[src/rtl/dcache_port_arbiter.sv]
// dcache_port_arbiter: shares one data_cache CPU port between two MEM-stage lanes.
// Optional macro DCACHE_ARB_PERF_EN adds per-lane completion and conflict counters.
module dcache_port_arbiter #(
   parameter int ADDR_W = 32,
   parameter int DATA_W = 32,
   parameter int RR     = 1
) (
   input  logic              clk,
   input  logic              rst,
   input  logic              req0_i,
   input  logic              we0_i,
   input  logic [ADDR_W-1:0] addr0_i,
   input  logic [DATA_W-1:0] wdata0_i,
   input  logic [2:0]        funct3_0_i,
   input  logic              req1_i,
   input  logic              we1_i,
   input  logic [ADDR_W-1:0] addr1_i,
   input  logic [DATA_W-1:0] wdata1_i,
   input  logic [2:0]        funct3_1_i,
   output logic              ack0_o,
   output logic              ack1_o,
   output logic [DATA_W-1:0] rdata_o,
   output logic              stall0_o,
   output logic              stall1_o,
   output logic              cpu_req_o,
   output logic              cpu_we_o,
   output logic [ADDR_W-1:0] cpu_addr_o,
   output logic [DATA_W-1:0] cpu_wdata_o,
   output logic [2:0]        cpu_funct3_o,
   input  logic [DATA_W-1:0] cpu_rdata_i,
`ifdef DCACHE_ARB_PERF_EN
   output logic [31:0]       perf_gnt0_o,
   output logic [31:0]       perf_gnt1_o,
   output logic [31:0]       perf_conflict_o,
`endif
   input  logic              cpu_stall_i
);
   typedef enum logic {IDLE, LOCK} state_t;
   state_t              r_state, w_next;
   logic                r_gnt, r_rr_ptr;
   logic                r_hold_we;
   logic [ADDR_W-1:0]   r_hold_addr;
   logic [DATA_W-1:0]   r_hold_wdata;
   logic [2:0]          r_hold_funct3;
   logic                w_lock, w_win, w_id, w_done, w_capture;
   always_comb begin
      w_lock       = r_state == LOCK;
      w_win        = (req0_i & req1_i) ? ((RR != 0) ? r_rr_ptr : 1'b0) : req1_i;
      w_id         = w_lock ? r_gnt : w_win;
      cpu_req_o    = w_lock | req0_i | req1_i;
      w_done       = cpu_req_o & ~cpu_stall_i;
      w_capture    = ~w_lock & cpu_req_o & cpu_stall_i;
      // Idle with no request drives zeros so the cache sees a quiet bus
      cpu_we_o     = w_lock ? r_hold_we     : cpu_req_o & (w_win ? we1_i : we0_i);
      cpu_addr_o   = w_lock ? r_hold_addr   : !cpu_req_o ? '0 : (w_win ? addr1_i : addr0_i);
      cpu_wdata_o  = w_lock ? r_hold_wdata  : !cpu_req_o ? '0 : (w_win ? wdata1_i : wdata0_i);
      cpu_funct3_o = w_lock ? r_hold_funct3 : !cpu_req_o ? '0 : (w_win ? funct3_1_i : funct3_0_i);
      ack0_o       = w_done & ~w_id;
      ack1_o       = w_done & w_id;
      stall0_o     = req0_i & ~ack0_o;
      stall1_o     = req1_i & ~ack1_o;
      rdata_o      = cpu_rdata_i;
      w_next       = w_lock ? (w_done ? IDLE : LOCK) : (w_capture ? LOCK : IDLE);
   end
   always_ff @(posedge clk) begin
      if (!rst) begin
         r_state       <= IDLE;
         r_gnt         <= 1'b0;
         r_rr_ptr      <= 1'b0;
         r_hold_we     <= 1'b0;
         r_hold_addr   <= '0;
         r_hold_wdata  <= '0;
         r_hold_funct3 <= '0;
      end else begin
         r_state <= w_next;
         if (w_done) r_rr_ptr <= ~w_id;
         if (w_capture) begin
            r_gnt         <= w_win;
            r_hold_we     <= cpu_we_o;
            r_hold_addr   <= cpu_addr_o;
            r_hold_wdata  <= cpu_wdata_o;
            r_hold_funct3 <= cpu_funct3_o;
         end
      end
   end
`ifdef DCACHE_ARB_PERF_EN
   always_ff @(posedge clk) begin
      if (!rst) begin
         perf_gnt0_o     <= '0;
         perf_gnt1_o     <= '0;
         perf_conflict_o <= '0;
      end else begin
         if (ack0_o) perf_gnt0_o <= perf_gnt0_o + 32'd1;
         if (ack1_o) perf_gnt1_o <= perf_gnt1_o + 32'd1;
         if (req0_i & req1_i) perf_conflict_o <= perf_conflict_o + 32'd1;
      end
   end
`endif
endmodule

[config.mk]
export PLATFORM = sky130hd
export DESIGN_NAME = dcache_port_arbiter
export DESIGN_NICKNAME = d
export VERILOG_FILES = /design/src/rtl/dcache_port_arbiter.sv
export SDC_FILE = /design/constraint.sdc
export NUM_CORES = 1
export LEC_CHECK = 0
export ABC_AREA = 1
export CAP_MARGIN = 20
export CORE_MARGIN = 3
export CORE_UTILIZATION = 40
export DETAILED_ROUTE_END_ITERATION = 12
export PLACE_DENSITY = 0.88
export SYNTH_ARGS = -nofsm -noshare
export SYNTH_HDL_FRONTEND = slang
export SYNTH_SLANG_ARGS = --single-unit
[constraint.sdc]
create_clock -name clk -period 1.7 [get_ports clk]
set_input_delay 0.17 -clock clk [delete_from_list [all_inputs] [get_ports clk]]
set_output_delay 0.17 -clock clk [all_outputs]
set_load 0.05 [all_outputs]
# Word level (Yosys, flattened, before mapping)

Cells that the tools add are included.

Register bits after elaboration: 71
Output and inout port bits: 105
Logic and storage cells: 39

Multiplexer cells: 16
Bitwise operators: 16

Operator list:

| operator           | number |
|---|---|
| 32-bit two-way mux | 6 |
| 1-bit bitwise AND  | 9 |
| 3-bit two-way mux  | 3 |
| 1-bit two-way mux  | 7 |
| 1-bit NOT          | 5 |
| 1-bit OR           | 2 |

# Logic depth before layout (Yosys ltp)

Gate-level depths: netlist (run 1).

Word-level depth: 7
Gate-level depth with buffers: 9
Mapped depth without buffers: 8

# Worst setup path after synthesis (run 1)

Ideal clock, no wire load.

Path kind: reg-to-output
Start point: register r_rr_ptr
End point: output stall0_o
Arrival: 1.887 ns
Data required time: 1.530 ns
Path slack: -0.357 ns
Stages on the path, launching flop included: 8
Path buffers: 1
Cells stage by stage: dfxtp_1 > inv_1 > nand2_1 > nand2_2 > buf_4 > o21ai_1 > nor2_1 > nor2_1

Cells in the longest elaborated chain, start to end: 6

RTL lines:

| what                   | RTL line | RTL |
|---|---|---|
| start, declared        | 40       | `logic r_gnt, r_rr_ptr;` |
| start signal, assigned | 76       | `if (w_done) r_rr_ptr <= ~w_id;` |
| 1-bit two-way mux      | 48       | `w_win = (req0_i & req1_i) ? ((RR != 0) ? r_rr_ptr : 1'b0) : req1_i;` |
| 1-bit two-way mux      | 49       | `w_id = w_lock ? r_gnt : w_win;` |
| 1-bit NOT              | 58       | `ack0_o = w_done & ~w_id;` |
| 1-bit bitwise AND      | 58       |  |
| net ack0_o             | 20       | `output logic ack0_o,` |
| 1-bit NOT              | 60       | `stall0_o = req0_i & ~ack0_o;` |
| 1-bit bitwise AND      | 60       |  |
| end, declared          | 23       | `output logic stall0_o,` |

The timed path passes the listed nets, and every way through them passes these cells.

# Final worst setup path (run 1)

Start point: register r_rr_ptr
End point: output cpu_wdata_o[1]

Cells in the longest elaborated chain, start to end: 4

RTL lines:

| what                             | RTL line | RTL |
|---|---|---|
| 1-bit two-way mux                | 48       |  |
| 32-bit two-way mux (3 in series) | 56       | `cpu_wdata_o = w_lock ? r_hold_wdata : !cpu_req_o ? '0 : (w_win ? wdata1_i : wdata0_i);` |
| end, declared                    | 28       | `output logic [DATA_W-1:0] cpu_wdata_o,` |

No other way between the ends.

==> metrics.md, run 1 <==
| Metric | Value |
|---|---|
| Status | `complete, but fails checks` |
| Failing checks | `setup timing` |
| Pin count of the biggest net entering global routing | `74` |
| Fin cells | `1,309` |
| Root Driver | `clkbuf_16` |
| Count of different cell masters after synthesis | `21` |
| CP Capture Type | `output port` |
| Slowest stage cell, crit path | `dfxtp_2` |
| Max incr delay on CP | `0.35 ns` |
| Max VDD drop | `498 uV` |
| Seq/Total Area, Yosys | `27.8%` |
| Sequential share of power | `25.3%` |
| Antenna violations before repair | `0` |
| Min-Delay Startpoint | `cpu_rdata_i[16]` |
| Synth area leader | `dfxtp_1` |
| Internal power | `0.00472 W` |
| Yosys reg bits | `71` |
| # nets final | `1,309` |
| Initial DRC count | `672` |
| Required time worst endpoint | `1.53 ns` |
| Number of synthesized flops with an enable pin | `0` |
| TNS Setup | `-2.68 ns` |
| Drt pass-1 iters | `5` |
| Final Worst Setup Slack | `-0.0770 ns` |
| Footprint of the multi-input gates | `0.00307 mm2` |
| Vias per std cell | `5.07` |
| Pwr dens | `769 mW/mm2` |
| GPL Wtd Cong | `0.784` |
| Sw Share | `36.5%` |
| Critical Path Fanout Max | `15` |
| Critical Path Start Type | `flop` |
| Grt ovf | `0` |
| Vias in the first global route | `6,335` |
| CTS Hold Bufs | `0` |
| CTS tree | `done` |
| Area Overhead vs Synth | `88.8%` |
| WP buf/inv | `4` |
| Final Routed Wirelength | `21,600 um` |
| ANT cells | `0` |
| Worst r2r dst | `r_hold_addr[21]$_SDFFE_PN0P_` |
| Synthesized area per cell | `5.59 um2` |
| Clock-pin slew on the worst setup and hold paths | `0.05 ns` |
| Sink Count | `71` |
| Global-route wire length before repair | `30,200 um` |
| Layout cells sized above 1 | `29.7%` |
| Routed WL per cell | `16.5 um` |
| Clk buf depth | `2` |
| CTS H-tree depth | `3` |
| Synth top area share | `27.8%` |
| Reg2reg path depth | `8` |
| Total number of vias | `6,641` |
| Final hold vios | `0` |
| Slack of the worst reg-to-reg path | `0.01 ns` |
| I/O Pins | `278` |
| Top cells by area in the synthesized netlist | `dfxtp_1 28%, nand2_1 20%, nand3_1 14%, inv_1 13%, buf_4 6.3%` |
| Rel. slew slack | `72.7%` |
| Combinational power share | `49.1%` |
| P_sw | `0.00272 W` |
| RSZ-0062 raised after global routing | `true` |
| Die H | `119 um` |
| CP cell instances | `inv_2, nand2_4, nand2_8, inv_8, buf_16, nand2_1, nand3_2, nand2_2, buf_12` |
| Die Area | `0.0142 mm2` |
| Ys flop type | `dfxtp_1` |
| Clock share of power | `25.7%` |
| Crit path max-delay family | `buffers and inverters` |
| Hold EP | `rdata_o[16]` |
| DRT antenna net count | `0` |
| Cells after synthesis | `915` |
| Fmax | `563 MHz` |
| Port Buf Inserts | `213` |
| Kind of critical path | `reg2out` |
| Initial Utilization | `41.7%` |
| Register area | `0.00143 mm2` |
| Data arrival, critical path | `1.61 ns` |
| WHS Path Cells | `0` |
| Yosys warns | `0` |
| Number of CTS-inserted buffers | `9` |
| Die Wd | `119 um` |
| Max_cap viols | `0` |
| Cell count after placement | `1,265` |
| Crit path time final | `1.78 ns` |
| Period utilisation layout | `105%` |
| Core Region | `0.0123 mm2` |
| GRT Overall Usage | `25.8%` |
| Slew of the pin with the lowest slew margin | `0.409 ns` |
| Tightest Hold Check Type | `in2out` |
| Most frequent cell after synthesis | `nand2_1` |
| Skew final | `0.00826 ns` |
| DRC errors left | `0` |
| Synth top cells by count | `274 x nand2_1, 182 x inv_1, 146 x nand3_1` |
| Final Max Tran Viols | `0` |
| Pre-CTS setup slack | `-0.122 ns` |
| Placed Area | `0.00817 mm2` |
| Leak | `5.04 nW` |
| Detailed placement HPWL | `11,600 um` |
| Placement row count | `40` |
| Design area | `0.00966 mm2` |
| Synthesized area | `0.00512 mm2` |
| Final setup vio count | `69` |
| Synthesized Nets | `1,088` |
| Async SR Flop Fraction | `0%` |
| Worst-Skew Late Latency | `0.33 ns` |
| Fill cells | `744` |
sequential cells by signal, indices dropped and copies added (netlist names), named ones only:
name           flops
r_gnt              1
r_hold_funct3      3
r_rr_ptr           1
r_hold_addr       32
r_hold_we          1
r_hold_wdata      32
worst register-to-register path, stage by stage (launching register included):
cell	delay, ns
dfxtp_4	0.36
o21bai_4	0.19
buf_4	0.14
buf_4	0.13
nor2_4	0.19
buf_4	0.16
clkbuf_16	0.22
o21ai_1	0.07
a21oi_1	0.16
logic make-up after synthesis:
| kind of cell | after synthesis | synth area share (%) |
|---|---|---|
| AND/OR/NAND/NOR | 509 | 41.2 |
| buffers and inverters | 272 | 24.5 |
| flip-flops | 71 | 27.8 |
| AO/OA/AOI/OAI | 63 | 6.50 |
metrics by stage:
| stage | power [W] | util [%] | hold slack [ns] |
|---|---|---|---|
| final | 0.00743 | 78.8 | 0.340 |
| after global routing | 0.00772 | 78.8 | 0.340 |
| after CTS | 0.00716 | 74.4 | 0.340 |
| after detailed placement | 0.00499 | 66.6 | 0.340 |
| after global placement | 0.00494 | 66.6 | 0.340 |
| after floorplan | 0.00363 | - | 0.359 |
repair_timing:
| action | in CTS | in global routing |
|---|---|---|
| pin swaps | 8 | 12 |
| setup endpoints to repair | 72 | 84 |
| cloned | 6 | 12 |
| gates resized for setup | 136 | 49 |
| setup buffers | 5 | 5 |
layout by cell type (no fill, tap or decap), drive strengths merged:
cell             n
nand2          276
inv            183
buf            148
nand3          146
clkdlybuf4s50  138
nor2            84
dfxtp           71
o21ai           32
a21oi           30
clkbuf          22
clkinv           5
nor3             2
o21bai           1
and2             1
bufinv           1
dlygate4sd2      1
layout make-up:
| type | count | share of cell area, % |
|---|---|---|
| clock inverters | 5 | 0.596 |
| inverters | 184 | 7.28 |
| well taps | 168 | 2.18 |
| repair buffers | 298 | 40.9 |
| multi-input cells | 572 | 31.8 |
| clock buffers | 11 | 2.51 |
| flip-flops and latches | 71 | 14.8 |
metal layers:
metal  vias up  routed length (um)  global-route usage (%)  part of all wire, %
met5         -                   0                       0                    0
met4         0                 643                    10.6                  3.0
met3        63                1690                    5.32                  7.8
met2       332               10900                    45.7                   51
met1      3089                8310                    30.1                   39
li1       3157                   -                       -                    -
worst max-delay path by stage:
stage	slack, ns	startpoint	to	cells after the start
2_1_floorplan	0.04	r_rr_ptr$_SDFFE_PN0P_	stall0_o	7
3_3_place_gp	-0.06	req0_i	cpu_wdata_o[17]	8
3_5_place_dp	-0.12	req0_i	r_hold_wdata[8]$_SDFFE_PN0P_	8
4_1_cts	-0.07	flop	cpu_funct3_o[2]	7
5_1_grt	-0.14	r_rr_ptr$_SDFFE_PN0P_	cpu_wdata_o[1]	9
6_report	-0.08	r_rr_ptr$_SDFFE_PN0P_	cpu_wdata_o[1]	9
power by group through the flow:
stage          combinational, W  sequential, W  clock, W
2_1_floorplan           0.00174        0.00189         0
3_3_place_gp            0.00304        0.00190         0
3_5_place_dp            0.00308        0.00191         0
4_1_cts                 0.00336        0.00187   0.00193
5_1_grt                 0.00383        0.00189   0.00200
6_report                0.00365        0.00188   0.00191
No activity file was read; power rests on OpenSTA's default activity.
==> run 2: changes to the inputs <==
--- a/config.mk
+++ b/config.mk
@@ -10,7 +10,9 @@
 export CORE_MARGIN = 3
 export CORE_UTILIZATION = 40
 export DETAILED_ROUTE_END_ITERATION = 12
+export GPL_TIMING_DRIVEN = 0
 export PLACE_DENSITY = 0.88
+export SKIP_LAST_GASP = 1
 export SYNTH_ARGS = -nofsm -noshare
 export SYNTH_HDL_FRONTEND = slang
 export SYNTH_SLANG_ARGS = --single-unit
==> metrics.md, run 2 (same netlist as run 1, synthesis figures left out) <==
| Metric | Value |
|---|---|
| Status | `complete, but fails checks` |
| Failing checks | `setup timing` |
| Period utilisation layout | `108% (+3.2 points)` |
| Clock-pin slew on the worst setup and hold paths | `0.06 ns (about the same)` |
| DRT antenna net count | `0 (unchanged)` |
| Layout cells sized above 1 | `30.4% (+0.69 points)` |
| GPL Wtd Cong | `0.901 (+15%)` |
| Antenna violations before repair | `0 (unchanged)` |
| Clk buf depth | `2 (unchanged)` |
| DRC errors left | `0 (unchanged)` |
| Tightest Hold Check Type | `in2reg` |
| Area Overhead vs Synth | `95.0%` |
| Min-Delay Startpoint | `req1_i` |
| Kind of critical path | `reg2out` |
| Final hold vios | `0 (unchanged)` |
| Drt pass-1 iters | `5 (unchanged)` |
| Initial Utilization | `41.7% (unchanged)` |
| Die Area | `0.0142 mm2 (unchanged)` |
| Worst setup path endpoint | `stall1_o` |
| Final Routed Wirelength | `23,600 um (+9.5%)` |
| CP Capture Type | `output port` |
| Routed WL per cell | `17.1 um (+3.5%)` |
| Worst r2r dst | `r_hold_wdata[8]$_SDFFE_PN0P_` |
| CTS H-tree depth | `3 (unchanged)` |
| Crit path time final | `1.83 ns (+0.0541 ns)` |
| Slack of the worst reg-to-reg path | `0.08 ns (+0.07 ns)` |
| Largest regs | `r_hold_addr: 32 flops, r_hold_wdata: 32 flops, r_hold_funct3: 3 flops` |
| Commonest non-fill, non-tap cells in the layout | `196 x nand2_1, 180 x inv_1, 170 x clkdlybuf4s50_1, 80 x nand3_1, 79 x nor2_1` |
| # nets final | `1,385 (+5.8%)` |
| Global-route wire length before repair | `30,300 um (+0.39%)` |
| Slew of the pin with the lowest slew margin | `0.581 ns (+0.172 ns)` |
| Detailed placement HPWL | `13,100 um (+13%)` |
| Die Wd | `119 um (unchanged)` |
| Port Buf Inserts | `244 (+15%)` |
| TNS Setup | `-4.33 ns (-1.64 ns)` |
| CTS tree | `done` |
| Reg2reg path depth | `7 (-1)` |
| Placement row count | `40 (unchanged)` |
| Critical Path Start Type | `flop` |
| Max VDD drop | `531 uV (+6.6%)` |
| Final Worst Setup Slack | `-0.131 ns (-0.0541 ns)` |
| Data arrival, critical path | `1.66 ns (+0.05 ns)` |
| CTS Hold Bufs | `0 (unchanged)` |
| Rel. slew slack | `61.3% (-11 points)` |
| Core Region | `0.0123 mm2 (unchanged)` |
| Max_cap viols | `0 (unchanged)` |
| Skew final | `0.00657 ns (-0.00169 ns)` |
| Initial DRC count | `633 (-5.8%)` |
| Most common cell after layout, fill and taps aside | `nand2_1` |
| Critical Path Fanout Max | `5 (-10)` |
| Vias in the first global route | `6,377 (+0.66%)` |
| Required time worst endpoint | `1.53 ns (about the same)` |
| GRT Overall Usage | `25.7% (-0.090 points)` |
| RSZ-0062 raised after global routing | `true` |
| Final Max Tran Viols | `0 (unchanged)` |
| Sink Count | `71 (unchanged)` |
| Fmax | `546 MHz (-3.0%)` |
| Die H | `119 um (unchanged)` |
| Worst-Skew Late Latency | `0.33 ns (about the same)` |
| Leak | `5.17 nW (+2.6%)` |
| ANT cells | `0 (unchanged)` |
| Vias per std cell | `5.17 (+1.9%)` |
| Total number of vias | `7,162 (+7.8%)` |
| Root Driver | `clkbuf_16` |
| Grt ovf | `0 (unchanged)` |
| Fill cells | `719 (-3.4%)` |
| Tot Pwr | `0.00782 W (+5.2%)` |
| Pwr dens | `784 mW/mm2 (+1.9%)` |
| I/O Pins | `278 (unchanged)` |
| Hold Slack | `0.392 ns (+0.0519 ns)` |
| Number of CTS-inserted buffers | `9 (unchanged)` |
| Pin count of the biggest net entering global routing | `14 (-81%)` |
| Final setup vio count | `69 (unchanged)` |
## run 2: cell count changes in the layout (fill, tap and decap cells not counted), moves of 17 or more
cell             before  now
buf_12               82    2
buf_8                 3   74
nand3_2              66   30
nand3_4               2   36
clkdlybuf4s50_1     138  170
buf_4                53   77
nand2_2              80   63
## run 2: timing repair
item,in CTS,in global routing
setup buffers,26,12
gates cloned,3,4
pin swaps,34,69
endpoints found under the setup margin,78,74
resized for setup,636,210
## run 2: worst min-delay path by stage
stage | to | slack [ns] | cells after the start
2_1_floorplan | flop | 0.36 | 2
3_3_place_gp | r_gnt$_SDFFE_PN0P_ | 0.48 | 2
3_5_place_dp | r_gnt$_SDFFE_PN0P_ | 0.49 | 2
4_1_cts | flop | 0.37 | 3
5_1_grt | flop | 0.47 | 3
6_report | flop | 0.39 | 3
## run 2: per-stage QoR
step                setup slack [ns]  area [um2]  utilization [%]  std cells
detailed placement             -1.16        7780             63.5       1327
global placement               -1.11        7780             63.5       1327
finish                        -0.131        9980             81.4       1385
CTS                          -0.0991        8950             73.0       1371
floorplan                     0.0400        5130                -        915
global route                  -0.217        9980             81.4       1385
## run 2: worst max-delay path, stage by stage, from the launching register on
cell and delay (ns):
dfxtp_4 0.36, buf_4 0.14, nor3_2 0.29, nor2_2 0.09, and2_4 0.20, nor2_4 0.09, buf_8 0.15
## run 2: final cells by class
cell class / count / area [um2] / area share [%]
well taps: 168 / 210 / 2.11
clock inverters: 7 / 120 / 1.20
inverters: 184 / 698 / 7.00
flip-flops and latches: 71 / 1430 / 14.3
clock buffers: 9 / 225 / 2.26
plain buffers: 86 / 712 / 7.13
multi-input cells: 572 / 3370 / 33.7
repair buffers: 288 / 3220 / 32.3
## run 2: report_power, final
group	switching (W)	internal, W	total [W]	leakage [nW]
logic	0.00213	0.00159	0.00371	4.42
registers	0.0000773	0.00180	0.00188	0.587
clock network	0.000783	0.00144	0.00222	0.166
## run 2: per-layer routing
metal	part of all wire [%]	track usage, %	vias to the layer above
met5	0	0	-
met4	4.2	10.1	0
met3	7.4	5.65	107
met2	52	46.0	415
met1	36	29.6	3332
li1	-	-	3308
==> run 3: changes to the inputs <==
--- a/config.mk
+++ b/config.mk
@@ -12,6 +12,7 @@
 export DETAILED_ROUTE_END_ITERATION = 12
 export GPL_TIMING_DRIVEN = 0
 export PLACE_DENSITY = 0.88
+export SKIP_CTS_REPAIR_TIMING = 1
 export SKIP_LAST_GASP = 1
 export SYNTH_ARGS = -nofsm -noshare
 export SYNTH_HDL_FRONTEND = slang
==> metrics.md, run 3 (same netlist as run 1, synthesis figures left out) <==
| Metric | Value |
|---|---|
| Status | `complete, but fails checks` |
| Failing checks | `setup timing` |
| Port Buf Inserts | `244 (unchanged)` |
| Core Region | `0.0123 mm2 (unchanged)` |
| Worst-Skew Late Latency | `0.33 ns (about the same)` |
| Final hold vios | `0 (unchanged)` |
| Register area | `0.00143 mm2 (unchanged)` |
| Final Max Tran Viols | `0 (unchanged)` |
| Period utilisation layout | `109% (+1.0 points)` |
| Grt ovf | `0 (unchanged)` |
| Clock share of power | `29.9% (+1.5 points)` |
| Slew of the pin with the lowest slew margin | `0.590 ns (+0.00950 ns)` |
| Fill cells | `892 (+24%)` |
| I/O Pins | `278 (unchanged)` |
| Design area | `0.00902 mm2 (-9.6%)` |
| Antenna violations before repair | `0 (unchanged)` |
| Sequential share of power | `26.0% (+1.9 points)` |
| Initial Utilization | `41.7% (unchanged)` |
| Routing usage on met3 | `5.27% (-0.38 points)` |
| Vias per std cell | `4.78 (-7.6%)` |
| P_sw | `0.00267 W (-11%)` |
| Sink Count | `71 (unchanged)` |
| GRT Overall Usage | `22.7% (-3.0 points)` |
| Placed Area | `0.00778 mm2 (unchanged)` |
| Vias in the first global route | `5,627 (-12%)` |
| Routed WL per cell | `14.2 um (-17%)` |
| Initial DRC count | `397 (-37%)` |
| Met2 Use GR | `40.4% (-5.5 points)` |
| Root Driver | `clkbuf_16` |
| Reg2reg path depth | `8 (+1)` |
| Final Worst Setup Slack | `-0.148 ns (-0.0170 ns)` |
| Pwr dens | `802 mW/mm2 (+2.3%)` |
| RSZ-0062 raised after global routing | `true` |
| Sw Share | `37.0% (-1.3 points)` |
| Clk buf depth | `2 (unchanged)` |
| CP Capture Type | `output port` |
| Drt pass-1 iters | `6 (+1)` |
| Global-route wire length before repair | `26,900 um (-11%)` |
| Total number of vias | `6,496 (-9.3%)` |
| Critical Path Start Type | `flop` |
| # nets final | `1,360 (-1.8%)` |
| TNS Setup | `-3.35 ns (+0.975 ns)` |
| Number of CTS-inserted buffers | `9 (unchanged)` |
| Fmax | `541 MHz (-0.92%)` |
| DRC errors left | `0 (unchanged)` |
| Layout cells sized above 1 | `23.2% (-7.2 points)` |
| Area Overhead vs Synth | `76.2%` |
| Max VDD drop | `494 uV (-7.0%)` |
| Slack of the worst reg-to-reg path | `0.14 ns (+0.06 ns)` |
| Max_cap viols | `0 (unchanged)` |
| Hold Slack | `0.453 ns (+0.0610 ns)` |
| DRT antenna net count | `0 (unchanged)` |
| Commonest non-fill, non-tap cells in the layout | `232 x nand2_1, 181 x inv_1, 170 x clkdlybuf4s50_1, 110 x nand3_1, 79 x nor2_1` |
| GPL Wtd Cong | `0.901 (unchanged)` |
| Min-Delay Startpoint | `req1_i` |
| Kind of critical path | `reg2out` |
| Largest regs | `r_hold_addr: 32 flops, r_hold_wdata: 32 flops, r_hold_funct3: 3 flops` |
| Skew final | `0.00613 ns (-0.000442 ns)` |
| Combinational power share | `44.1% (-3.4 points)` |
| Clock-pin slew on the worst setup and hold paths | `0.06 ns (about the same)` |
| Tightest Hold Check Type | `in2reg` |
| Data arrival, critical path | `1.68 ns (+0.02 ns)` |
| Critical Path Fanout Max | `10 (+5)` |
| Final Routed Wirelength | `19,300 um (-18%)` |
| Rel. slew slack | `60.7% (-0.63 points)` |
| CTS tree | `done` |
| Met1 Track Usage GR | `27.3% (-2.3 points)` |
| Die Wd | `119 um (unchanged)` |
| Required time worst endpoint | `1.53 ns (about the same)` |
| Final setup vio count | `63 (-8.7%)` |
| Most common cell after layout, fill and taps aside | `nand2_1` |
| WHS Path Cells | `3 (unchanged)` |
| Detailed placement HPWL | `13,100 um (unchanged)` |
| ANT cells | `0 (unchanged)` |
| Worst r2r dst | `r_hold_wdata[24]$_SDFFE_PN0P_` |
| Most Crowded Layer GR | `met2` |
| Crit path time final | `1.85 ns (+0.0170 ns)` |
| Die H | `119 um (unchanged)` |
| CTS H-tree depth | `3 (unchanged)` |
| Pre-CTS setup slack | `-1.16 ns (unchanged)` |
| Placement row count | `40 (unchanged)` |
| Footprint of the multi-input gates | `0.00287 mm2 (-15%)` |
| Leak | `4.86 nW (-6.0%)` |
| Internal power | `0.00456 W (-5.7%)` |
| Die Area | `0.0142 mm2 (unchanged)` |
| Pin count of the biggest net entering global routing | `14 (unchanged)` |
## run 3: cell types whose count changed in the layout (fill, tap and decap cells not counted), sizes merged
cell,change
buf,-25
dlymetal6s2s,+2
clkbuf,-1
dlygate4sd2,-1
## run 3: cell type report
| class | instances | share of cell area [%] |
|---|---|---|
| buffer | 87 | 7.55 |
| clock buffer | 9 | 2.50 |
| clock inverter | 7 | 1.33 |
| inverter | 184 | 7.74 |
| multi-input combinational | 572 | 31.9 |
| sequential | 71 | 15.8 |
| tap | 168 | 2.33 |
| timing repair buffer | 262 | 30.9 |
## run 3: routing by layer
metal	vias to the layer above	part of all wire [%]
li1	3248	-
met1	2931	39
met2	273	52
met3	44	6.9
met4	0	2.5
met5	-	0
## run 3: how the worst max path moves through the flow
stage                          start               to  slack (ns)
2_1_floorplan  r_rr_ptr$_SDFFE_PN0P_         stall0_o        0.04
3_3_place_gp                  req0_i   cpu_wdata_o[0]       -1.11
3_5_place_dp                  req0_i   cpu_wdata_o[0]       -1.16
4_1_cts                       req0_i   cpu_wdata_o[0]       -1.16
5_1_grt        r_rr_ptr$_SDFFE_PN0P_  cpu_funct3_o[2]       -0.23
6_report       r_rr_ptr$_SDFFE_PN0P_  cpu_funct3_o[2]       -0.15
## run 3: per-stage QoR
stage / total power (W) / util (%) / std cells
after global placement: 0.00461 / 63.5 / 1327
after CTS: 0.00682 / 66.3 / 1343
after floorplan: 0.00363 / - / 915
after global routing: 0.00756 / 73.6 / 1360
after detailed placement: 0.00464 / 63.5 / 1327
final: 0.00723 / 73.6 / 1360
## run 3: power groups by stage
stage | Sequential, W | Clock (W) | Combinational [W]
3_3_place_gp | 0.00190 | 0 | 0.00272
6_report | 0.00188 | 0.00216 | 0.00319
5_1_grt | 0.00189 | 0.00229 | 0.00338
4_1_cts | 0.00187 | 0.00220 | 0.00275
2_1_floorplan | 0.00189 | 0 | 0.00174
3_5_place_dp | 0.00190 | 0 | 0.00274
## run 3: critical path, cell delays in order, from the launching register on
cell and delay [ns]:
dfxtp_2 0.33, inv_2 0.04, nand2_4 0.10, nand2_8 0.11, buf_8 0.17, buf_8 0.14
nand2_1 0.10, nand3_2 0.10, nand2_2 0.09, buf_8 0.15
